### config.mk
export PLATFORM = sky130hd
export DESIGN_NAME = board_issuer
export DESIGN_NICKNAME = d
export VERILOG_FILES = /design/src/rtl/board_issuer.sv
export SDC_FILE = /design/constraint.sdc
export NUM_CORES = 1
export LEC_CHECK = 0
export ABC_AREA = 1
export CELL_PAD_IN_SITES_DETAIL_PLACEMENT = 2
export CELL_PAD_IN_SITES_GLOBAL_PLACEMENT = 2
export CORE_MARGIN = 2
export CORE_UTILIZATION = 31
export CTS_BUF_LIST = sky130_fd_sc_hd__clkbuf_16
export CTS_CLUSTER_DIAMETER = 150
export DETAILED_ROUTE_END_ITERATION = 16
export PLACE_DENSITY_LB_ADDON = 0.1
export SETUP_SLACK_MARGIN = 0.15
export SLEW_MARGIN = 30
export SYNTH_ARGS = -nofsm -noshare
export SYNTH_HDL_FRONTEND = slang
export SYNTH_SLANG_ARGS = --single-unit
### constraint.sdc
create_clock -name clk -period 17.9 [get_ports clk]
set_input_delay 1.79 -clock clk [delete_from_list [all_inputs] [get_ports clk]]
set_output_delay 1.79 -clock clk [all_outputs]
set_load 0.1 [all_outputs]
### src/rtl/board_issuer.sv
// board_issuer: producer side of the board/board_valid -> attacked/attacked_valid
// handshake. It assembles a position from single-square host writes. On commit it
// issues that position to an attack evaluator and freezes the board until the
// evaluator answers or the wait times out. The answer is returned to the host as a
// one-cycle result strobe.

`ifndef EMPTY_POSN
`define EMPTY_POSN   4'h0
`define WHITE_PAWN   4'h1
`define WHITE_KNIGHT 4'h2
`define WHITE_BISHOP 4'h3
`define WHITE_ROOK   4'h4
`define WHITE_QUEEN  4'h5
`define WHITE_KING   4'h6
`define BLACK_PAWN   4'h9
`define BLACK_KNIGHT 4'hA
`define BLACK_BISHOP 4'hB
`define BLACK_ROOK   4'hC
`define BLACK_QUEEN  4'hD
`define BLACK_KING   4'hE
`endif

module board_issuer #(
   parameter int PIECE_WIDTH    = 4,
   parameter int SIDE_WIDTH     = PIECE_WIDTH * 8,
   parameter int BOARD_WIDTH    = SIDE_WIDTH * 8,
   parameter int TIMEOUT_CYCLES = 64
) (
   input  logic                   clk,
   input  logic                   reset,
   input  logic                   clear,
   input  logic                   wr_en,
   input  logic [2:0]             wr_row,
   input  logic [2:0]             wr_col,
   input  logic [PIECE_WIDTH-1:0] wr_piece,
   input  logic                   commit,
   output logic                   busy,
   output logic                   wr_err,
   output logic [BOARD_WIDTH-1:0] board,
   output logic                   board_valid,
   input  logic                   attacked_in,
   input  logic                   attacked_valid,
   output logic                   result,
   output logic                   result_valid,
   output logic                   timeout
);

   // Reject a timeout that the 16-bit wait counter cannot represent, or one too short
   // to leave a real wait window.
   if (TIMEOUT_CYCLES < 2 || TIMEOUT_CYCLES > 65535) begin : g_bad_timeout
      $error("board_issuer: TIMEOUT_CYCLES must be in 2..65535");
   end

   localparam int CNT_W = 16;
   localparam int IDX_W = $clog2(BOARD_WIDTH);

   // Code of an empty square at the configured piece width.
   localparam logic [PIECE_WIDTH-1:0] EMPTY_CODE = PIECE_WIDTH'(`EMPTY_POSN);

   // An empty position is the empty square code repeated across all 64 squares.
   localparam logic [BOARD_WIDTH-1:0] EMPTY_BOARD = {(BOARD_WIDTH / PIECE_WIDTH){EMPTY_CODE}};

   // Last counter value in WAIT before the evaluation gives up.
   localparam logic [CNT_W-1:0] LAST_CNT = CNT_W'(TIMEOUT_CYCLES - 1);

   // Handshake states.
   localparam logic [1:0] S_IDLE  = 2'd0;
   localparam logic [1:0] S_ISSUE = 2'd1;
   localparam logic [1:0] S_WAIT  = 2'd2;
   localparam logic [1:0] S_DONE  = 2'd3;

   logic [1:0]             state_q,   state_d;
   logic [BOARD_WIDTH-1:0] board_q,   board_d;
   logic [CNT_W-1:0]       cnt_q,     cnt_d;
   logic                   result_q,  result_d;
   logic                   timeout_q, timeout_d;
   logic [IDX_W-1:0]       wr_idx;

   // Bit offset of the square addressed by the host write.
   always_comb begin
      wr_idx = IDX_W'(IDX_W'(wr_row) * IDX_W'(SIDE_WIDTH)
                    + IDX_W'(wr_col) * IDX_W'(PIECE_WIDTH));
   end

   // Next-state logic: board edits in IDLE, the issue/wait/done sequence otherwise.
   always_comb begin
      // NOTE: every variable gets a hold-value default first, so paths that do not
      // assign it keep the register value instead of inferring a latch.
      state_d   = state_q;
      board_d   = board_q;
      cnt_d     = cnt_q;
      result_d  = result_q;
      timeout_d = timeout_q;

      case (state_q)
         S_IDLE: begin
            // Clear is applied before the write, so clear+write leaves one piece.
            if (clear) begin
               board_d = EMPTY_BOARD;
            end
            if (wr_en) begin
               board_d[wr_idx +: PIECE_WIDTH] = wr_piece;
            end
            // Edits in the commit cycle are part of the issued position.
            if (commit) begin
               state_d = S_ISSUE;
            end
         end

         S_ISSUE: begin
            cnt_d   = '0;
            state_d = S_WAIT;
         end

         S_WAIT: begin
            cnt_d = cnt_q + CNT_W'(1);
            // An answer on the expiry cycle takes priority over the timeout.
            if (attacked_valid) begin
               result_d  = attacked_in;
               timeout_d = 1'b0;
               state_d   = S_DONE;
            end else if (cnt_q == LAST_CNT) begin
               result_d  = 1'b0;
               timeout_d = 1'b1;
               state_d   = S_DONE;
            end
         end

         S_DONE: begin
            state_d = S_IDLE;
         end

         default: begin
            state_d = S_IDLE;
         end
      endcase
   end

   // State registers; reset aborts any evaluation in flight and empties the board.
   always_ff @(posedge clk or posedge reset) begin
      if (reset) begin
         state_q   <= S_IDLE;
         // NOTE: the board storage is reset on purpose: after reset the position
         // presented downstream must be all empty squares, not power-up garbage.
         board_q   <= EMPTY_BOARD;
         cnt_q     <= '0;
         result_q  <= 1'b0;
         timeout_q <= 1'b0;
      end else begin
         // NOTE: registers are updated with non-blocking assignments so every
         // register sees the pre-edge values of the others.
         state_q   <= state_d;
         board_q   <= board_d;
         cnt_q     <= cnt_d;
         result_q  <= result_d;
         timeout_q <= timeout_d;
      end
   end

   // Outputs decoded from state; wr_err flags host requests dropped while busy.
   always_comb begin
      busy         = (state_q != S_IDLE);
      board_valid  = (state_q == S_ISSUE);
      result_valid = (state_q == S_DONE);
      wr_err       = (state_q != S_IDLE) && (wr_en || clear || commit);
      board        = board_q;
      result       = result_q;
      timeout      = timeout_q;
   end

endmodule

==> flow_metrics.tcl, run 1 <==
set metrics [dict create \
    r2r_end "board[90]" \
    register_area_sq_um 6907 \
    number_of_buffers_added_by_the_clock_tree_synthesis_step 38 \
    num_io_pins 279 \
    period_needed_ns 5.863 \
    clkLatencyLatePin_ns 0.57 \
    max-vdd-ir-drop_mv 0.1578 \
    clock_path_buffers 3 \
    fp.dieArea_sq_um 56450 \
    post_synthesis_sequential_area_ratio_pct 40.83 \
    finalHoldViolations 0 \
    power.leakage_uw 0.01106 \
    row_count 85 \
    r2r_slack_ns 15.07 \
    prevailing_post_synth_register_cell "sky130_fd_sc_hd__dfrtp_1" \
    grt_start_max_net_pins 110 \
    buffer_type_at_the_clock_tree_root "sky130_fd_sc_hd__clkbuf_16" \
    synth_area_leader_cell "sky130_fd_sc_hd__dfrtp_1" \
    dr.first_iter.drc_count 1095 \
    critical_path_peak_fanout 26 \
    cts_hold_buf 0 \
    grt.total_usage_pct 28.79 \
    cell_internal_pwr_uw 1832 \
    place_worst_setup_slack_ns 12.06 \
    wirelength_um 81720 \
    first_pass_grt_wire_length_um 125100 \
    worstMarginPinSlew_ns 1.044 \
    holdCritPathClass "reg2reg" \
    worstHoldEndpoint "result" \
    remaining_drc_errors 0 \
    power.density_nw_per_um2 219.3 \
    post_cts_resized 0 \
    clock_skew_ns 0.01937 \
    tritoncts "built" \
    via_count 19057 \
    synthTopCellsByCount "1,193 x sky130_fd_sc_hd__nand2_1, 312 x sky130_fd_sc_hd__nand3_1, 276 x sky130_fd_sc_hd__dfrtp_1, 215 x sky130_fd_sc_hd__inv_1, 159 x sky130_fd_sc_hd__nor2_1" \
    synth_cell_types 31 \
    finalSetupViolCount 0 \
    place.port_buffers 278 \
    fraction_of_layout_cells_with_a_size_suffix_above_1_pct 5.089 \
    multiInputGateArea_sq_um 8636 \
    grt_setup_unrepaired "false" \
    top_signal_layer_used "met5" \
    postCtsSetupRepairBufs 0 \
    synth.most_common_cell "sky130_fd_sc_hd__nand2_1" \
    clk_pin_slew_ns 0.05 \
    vias_in_the_first_global_route 20464 \
    place_hpwl_um 55990 \
    coreArea_sq_um 53920 \
    via_per_inst 5.341 \
    post-layout-total-power_uw 4669 \
    outcome "completed" \
    hold_path.startpoint "result" \
    chipHeight_um 237.6 \
    layout.filler_cells 6519 \
    worst_r2r_startpoint "state_q[0]" \
    p_sw_uw 2837 \
    finalWorstSetupSlack_ns 12.04 \
    synth_async_sr_flop_share_pct 100.0 \
    timing.fmax_ghz 0.1706 \
    synth-edff-count 0 \
    setup_tns_ns 0 \
    cts.sinks 276 \
    drt_first_pass_iters 5 \
    crit_required_ns 16.11 \
    timing.final.max_slew_violations 0 \
    postSynthCellCount 2649 \
    drtAntennaViolNets 0 \
    comb_power_share_pct 61.5 \
    synth_area_sq_um 16920 \
    synth.top_cell.area_share_pct 40.83 \
    synth_warnings 0 \
    portion_of_the_clock_cycle_consumed_by_the_worst_path_in_the_final_layout_pct 32.75 \
    area_growth_pct 25.86 \
    swShare_pct 60.76 \
    die_span_x_um 237.6 \
    critPathArrivalTime_ns 4.07 \
    cts-htree-levels 2 \
    synth_top_cells_by_area "sky130_fd_sc_hd__dfrtp_1 41%, sky130_fd_sc_hd__nand2_1 26%, sky130_fd_sc_hd__nand3_1 9.2%" \
    routabilityCongestion 0.8803 \
    power.share.sequential_pct 22.8 \
    detail_route.wirelength.met1_um 36280 \
    min_delay_path_depth 2 \
    criticalPathCategory "in2out" \
    max_cap_viol_count 0 \
    detail_route.wl_per_cell_um 22.90 \
    fin_worst_hold_slack_ns 0.4924 \
    max-slew-margin-rel_pct 30.18 \
    worstSetupStartpointType "input pin" \
    reg2regPathDepth 8 \
    synth-seq-cells 276 \
    syn_avg_cell_area_sq_um 6.386 \
    nets_finish 2869 \
    grt.overflow.total 0 \
    number_of_antenna_violations_at_the_first_check_in_global_routing 4 \
    initial_core_util_pct 31.37 \
    crit_path_end_kind "primary output" \
    detailed_route_wirelength_on_metal3_um 3365 \
    power.clock.fraction_pct 15.8 \
    met2_length_um 40010 \
    synth_fp_nets 2675 \
    postLayoutCoreUtil_pct 39.48 \
]
[registers in the layout, summed over array words and instances, names as in the netlist]
| signal | count |
|---|---|
| timeout | 1 |
| cnt_q | 16 |
| result | 1 |
| board | 256 |
| state_q | 2 |
[critical path: stages]
cell and delay (ns):
sky130_fd_sc_hd__clkdlybuf4s50_1 0.46, sky130_fd_sc_hd__buf_4 0.37, sky130_fd_sc_hd__nor2_1 0.13, sky130_fd_sc_hd__a21oi_1 0.16
sky130_fd_sc_hd__clkdlybuf4s50_1 1.15
[cell families (layout without fill, tap and decap cells)]
group | after synthesis | count (layout) | synth area share (%)
buf+inv | 374 | 594 | 8.558
flops | 276 | 276 | 40.83
compound gates | 270 | 270 | 8.469
xor+xnor | 2 | 2 | 0.1036
fa+ha+maj | 9 | 9 | 0.6657
other cells | 0 | 3 | 0
simple gates | 1718 | 1718 | 41.38
[power groups by stage]
stage / combinational [uW] / clock [uW] / sequential, uW
2_1_floorplan: 701 / 0 / 2460
3_3_place_gp: 2820 / 0 / 1060
3_5_place_dp: 2870 / 0 / 1070
4_1_cts: 2890 / 750 / 1070
5_1_grt: 3020 / 772 / 1090
6_report: 2870 / 736 / 1060
[how the worst max path moves through the flow]
stage,startpoint,to,slack (ns),depth (start not counted)
final,clear,wr_err,12.04,5
after global routing,clear,wr_err,11.98,5
after CTS,clear,wr_err,12.06,5
after detailed placement,clear,wr_err,12.06,5
after global placement,clear,wr_err,12.04,5
after floorplan,reset,board[0],8.50,1
[layer usage]
layer	GRT usage, %	vias up
met5	0	-
met4	8.176	2
li1	-	8719
met2	49.71	411
met1	37.90	9832
met3	3.437	93
[area by class of cell]
| type | count | area share, % |
|---|---|---|
| Sequential cell | 276 | 32.44 |
| Clock buffer | 39 | 4.584 |
| Tap cell | 696 | 4.090 |
| Multi-Input combinational cell | 1999 | 40.56 |
| Inverter | 226 | 4.102 |
| Clock inverter | 27 | 0.7816 |
| Antenna cell | 3 | 0.03526 |
| Timing Repair Buffer | 302 | 13.41 |
[through the flow]
stage / std cells / instance area (sq um)
2_1_floorplan: 2649 / 16920
3_3_place_gp: 3498 / 20190
3_5_place_dp: 3498 / 20110
4_1_cts: 3564 / 21250
5_1_grt: 3568 / 21290
6_report: 3568 / 21290
[placed cells by master (no fill, tap or decap), types with 9 or more instances in the layout]
master / Yosys / layout
sky130_fd_sc_hd__nor2_2: 14 / 13
sky130_fd_sc_hd__clkbuf_16: 0 / 39
sky130_fd_sc_hd__a21oi_1: 150 / 150
sky130_fd_sc_hd__nand4_1: 14 / 14
sky130_fd_sc_hd__o21ai_0: 70 / 70
sky130_fd_sc_hd__clkinv_1: 0 / 11
sky130_fd_sc_hd__o211ai_1: 23 / 23
sky130_fd_sc_hd__nor2_4: 6 / 9
sky130_fd_sc_hd__nand3_1: 312 / 312
sky130_fd_sc_hd__inv_1: 215 / 221
sky130_fd_sc_hd__nor2_1: 159 / 157
sky130_fd_sc_hd__clkdlybuf4s50_1: 0 / 251
sky130_fd_sc_hd__dfrtp_1: 276 / 276
sky130_fd_sc_hd__buf_4: 3 / 23
sky130_fd_sc_hd__o21ai_1: 17 / 17
sky130_fd_sc_hd__buf_2: 20 / 26
sky130_fd_sc_hd__nand2_1: 1193 / 1192
Note: power is estimated with default switching activity, not from simulation.
==> inputs of run 2 (changes only) <==
--- a/config.mk
+++ b/config.mk
@@ -9,7 +9,7 @@
 export CELL_PAD_IN_SITES_DETAIL_PLACEMENT = 2
 export CELL_PAD_IN_SITES_GLOBAL_PLACEMENT = 2
 export CORE_MARGIN = 2
-export CORE_UTILIZATION = 31
+export CORE_UTILIZATION = 29
 export CTS_BUF_LIST = sky130_fd_sc_hd__clkbuf_16
 export CTS_CLUSTER_DIAMETER = 150
 export DETAILED_ROUTE_END_ITERATION = 16
==> constraint.sdc (replaced) <==
create_clock -name clk -period 5.6 [get_ports clk]
set_input_delay 0.56 -clock clk [delete_from_list [all_inputs] [get_ports clk]]
set_output_delay 0.56 -clock clk [all_outputs]
set_load 0.1 [all_outputs]
==> run 2 against run 1 <==
  * Cell count up 1.8%
  * Combinational power grew to 3.2 times the previous value
  * Wire length is 0.11% lower
  * Core utilization shrank 2.4 points
  * Die area grew 6.8%
  * Register-to-register slack worse by 12 ns
  * Setup slack got worse by 10 ns
  * Sequential share of layout area shrank 0.12 points
  * Final area increased by 0.36%
  * Clock skew shrank 0.0013 ns
  * Clock-buffer cell count up 2
==> flow_metrics.tcl, run 2 (synthesis gave the netlist of run 1 again) <==
set metrics [dict create \
    outcome "completed" \
    routabilityCongestion 0.8955 \
    nets_finish 2871 \
    portion_of_the_clock_cycle_consumed_by_the_worst_path_in_the_final_layout_pct 70.33 \
    area_growth_pct 26.32 \
    remaining_drc_errors 0 \
    max_cap_viol_count 0 \
    fp.dieArea_sq_um 60280 \
    chipHeight_um 245.5 \
    wirelength_um 81630 \
    first_pass_grt_wire_length_um 125600 \
    place_hpwl_um 55760 \
    p_sw_uw 9029 \
    crit_required_ns 5.04 \
    clkLatencyLatePin_ns 0.57 \
    criticalPathCategory "reg2out" \
    number_of_buffers_added_by_the_clock_tree_synthesis_step 39 \
    coreArea_sq_um 57700 \
    power.density_nw_per_um2 694.7 \
    comb_power_share_pct 61.5 \
    worstMarginPinSlew_ns 1.078 \
    die_span_x_um 245.5 \
    max-vdd-ir-drop_mv 0.5074 \
    holdCritPathClass "reg2reg" \
    cts_hold_buf 0 \
    drtAntennaViolNets 0 \
    max-slew-margin-rel_pct 27.75 \
    via_count 18912 \
    buffer_type_at_the_clock_tree_root "sky130_fd_sc_hd__clkbuf_16" \
    initial_core_util_pct 29.32 \
    tritoncts "built" \
    number_of_antenna_violations_at_the_first_check_in_global_routing 1 \
    via_per_inst 5.207 \
    place.port_buffers 278 \
    timing.fmax_ghz 0.2539 \
    critical_path_peak_fanout 136 \
    dr.first_iter.drc_count 1144 \
    clk_pin_slew_ns 0.05 \
    crit_path_end_kind "primary output" \
    power.leakage_uw 0.01106 \
    clock_path_buffers 3 \
    timing.final.max_slew_violations 0 \
    cell_internal_pwr_uw 5816 \
    final_design_area_no_fill_sq_um 21370 \
    period_needed_ns 3.939 \
    grt.overflow.total 0 \
    worstSetupStartpointType "flop" \
    post_cts_resized 0 \
    power.clock.fraction_pct 15.5 \
    fraction_of_layout_cells_with_a_size_suffix_above_1_pct 4.885 \
    postCtsSetupRepairBufs 0 \
    vias_in_the_first_global_route 20186 \
    grt.total_usage_pct 27.01 \
    leading_cell_type_in_the_layout_fill_and_taps_excluded "sky130_fd_sc_hd__nand2_1" \
    finalSetupViolCount 0 \
    finalHoldViolations 0 \
    setup_tns_ns 0 \
    drt_first_pass_iters 5 \
    post-layout-total-power_uw 14840 \
    grt_setup_unrepaired "false" \
    swShare_pct 60.82 \
    row_count 88 \
    largest_register_ffs 256 \
    power.share.sequential_pct 23.1 \
    cts-htree-levels 2 \
    clock_skew_ns 0.01810 \
    num_io_pins 279 \
    commonest_non_fill_non_tap_cells_in_the_layout "1,192 x sky130_fd_sc_hd__nand2_1, 312 x sky130_fd_sc_hd__nand3_1, 276 x sky130_fd_sc_hd__dfrtp_1, 252 x sky130_fd_sc_hd__clkdlybuf4s50_1, 225 x sky130_fd_sc_hd__inv_1" \
    grt_start_max_net_pins 190 \
    critPathArrivalTime_ns 3.38 \
    cts.sinks 276 \
    total_placed_instance_area_sq_um 20230 \
    detail_route.wl_per_cell_um 22.47 \
]
## run 2: area by class of cell
type	count	area, sq um
Sequential cell	276	6907
Clock inverter	21	88.84
Antenna cell	1	2.502
Fill cell	6966	36330
Inverter	226	865.8
Clock buffer	41	1026
Timing Repair Buffer	303	2900
Tap cell	765	957.2
Multi-Input combinational cell	1999	8621
## run 2: final timing paths
path	startpoint	to	slack, ns	cells past startpoint
min in group asynchronous	reset	board[118]	0.54	3
min	result	result	0.49	2
max in group asynchronous	reset	board[152]	4.10	4
min reg2reg	result	result	0.49	2
max	state_q[0]	busy	1.66	4
max reg2reg	state_q[0]	board[147]	2.64	7
## run 2: critical path, cell delays in order, from the launching register on
cell                              delay, ns
sky130_fd_sc_hd__dfrtp_1               0.40
sky130_fd_sc_hd__inv_1                 0.13
sky130_fd_sc_hd__ha_4                  0.30
sky130_fd_sc_hd__inv_8                 0.63
sky130_fd_sc_hd__clkdlybuf4s50_1       1.28
## run 2: stage by stage
stage / worst slack, ns / hold WS, ns / utilization (%) / cells
after detailed placement: 1.445 / 0.4837 / 35.06 / 3568
after CTS: 1.651 / 0.4967 / 37.00 / 3630
final: 1.661 / 0.4873 / 37.04 / 3632
after global placement: 1.673 / 0.4590 / 35.21 / 3568
after global routing: 1.523 / 0.5323 / 37.04 / 3632
after floorplan: 1.389 / 0.4750 / - / 2649
## run 2: routing by layer
layer	vias up	GRT usage (%)	routed length [um]
li1	8724	-	-
met3	109	3.470	2934
met5	-	0	0
met2	332	45.68	39620
met1	9747	36.03	36980
met4	0	7.701	2092
## run 2: power groups by stage
stage / Combinational [uW] / Clock, uW / Sequential, uW
2_1_floorplan: 2240 / 0 / 7860
3_3_place_gp: 9010 / 0 / 3420
3_5_place_dp: 9160 / 0 / 3450
4_1_cts: 9200 / 2360 / 3430
5_1_grt: 9630 / 2420 / 3510
6_report: 9120 / 2300 / 3420
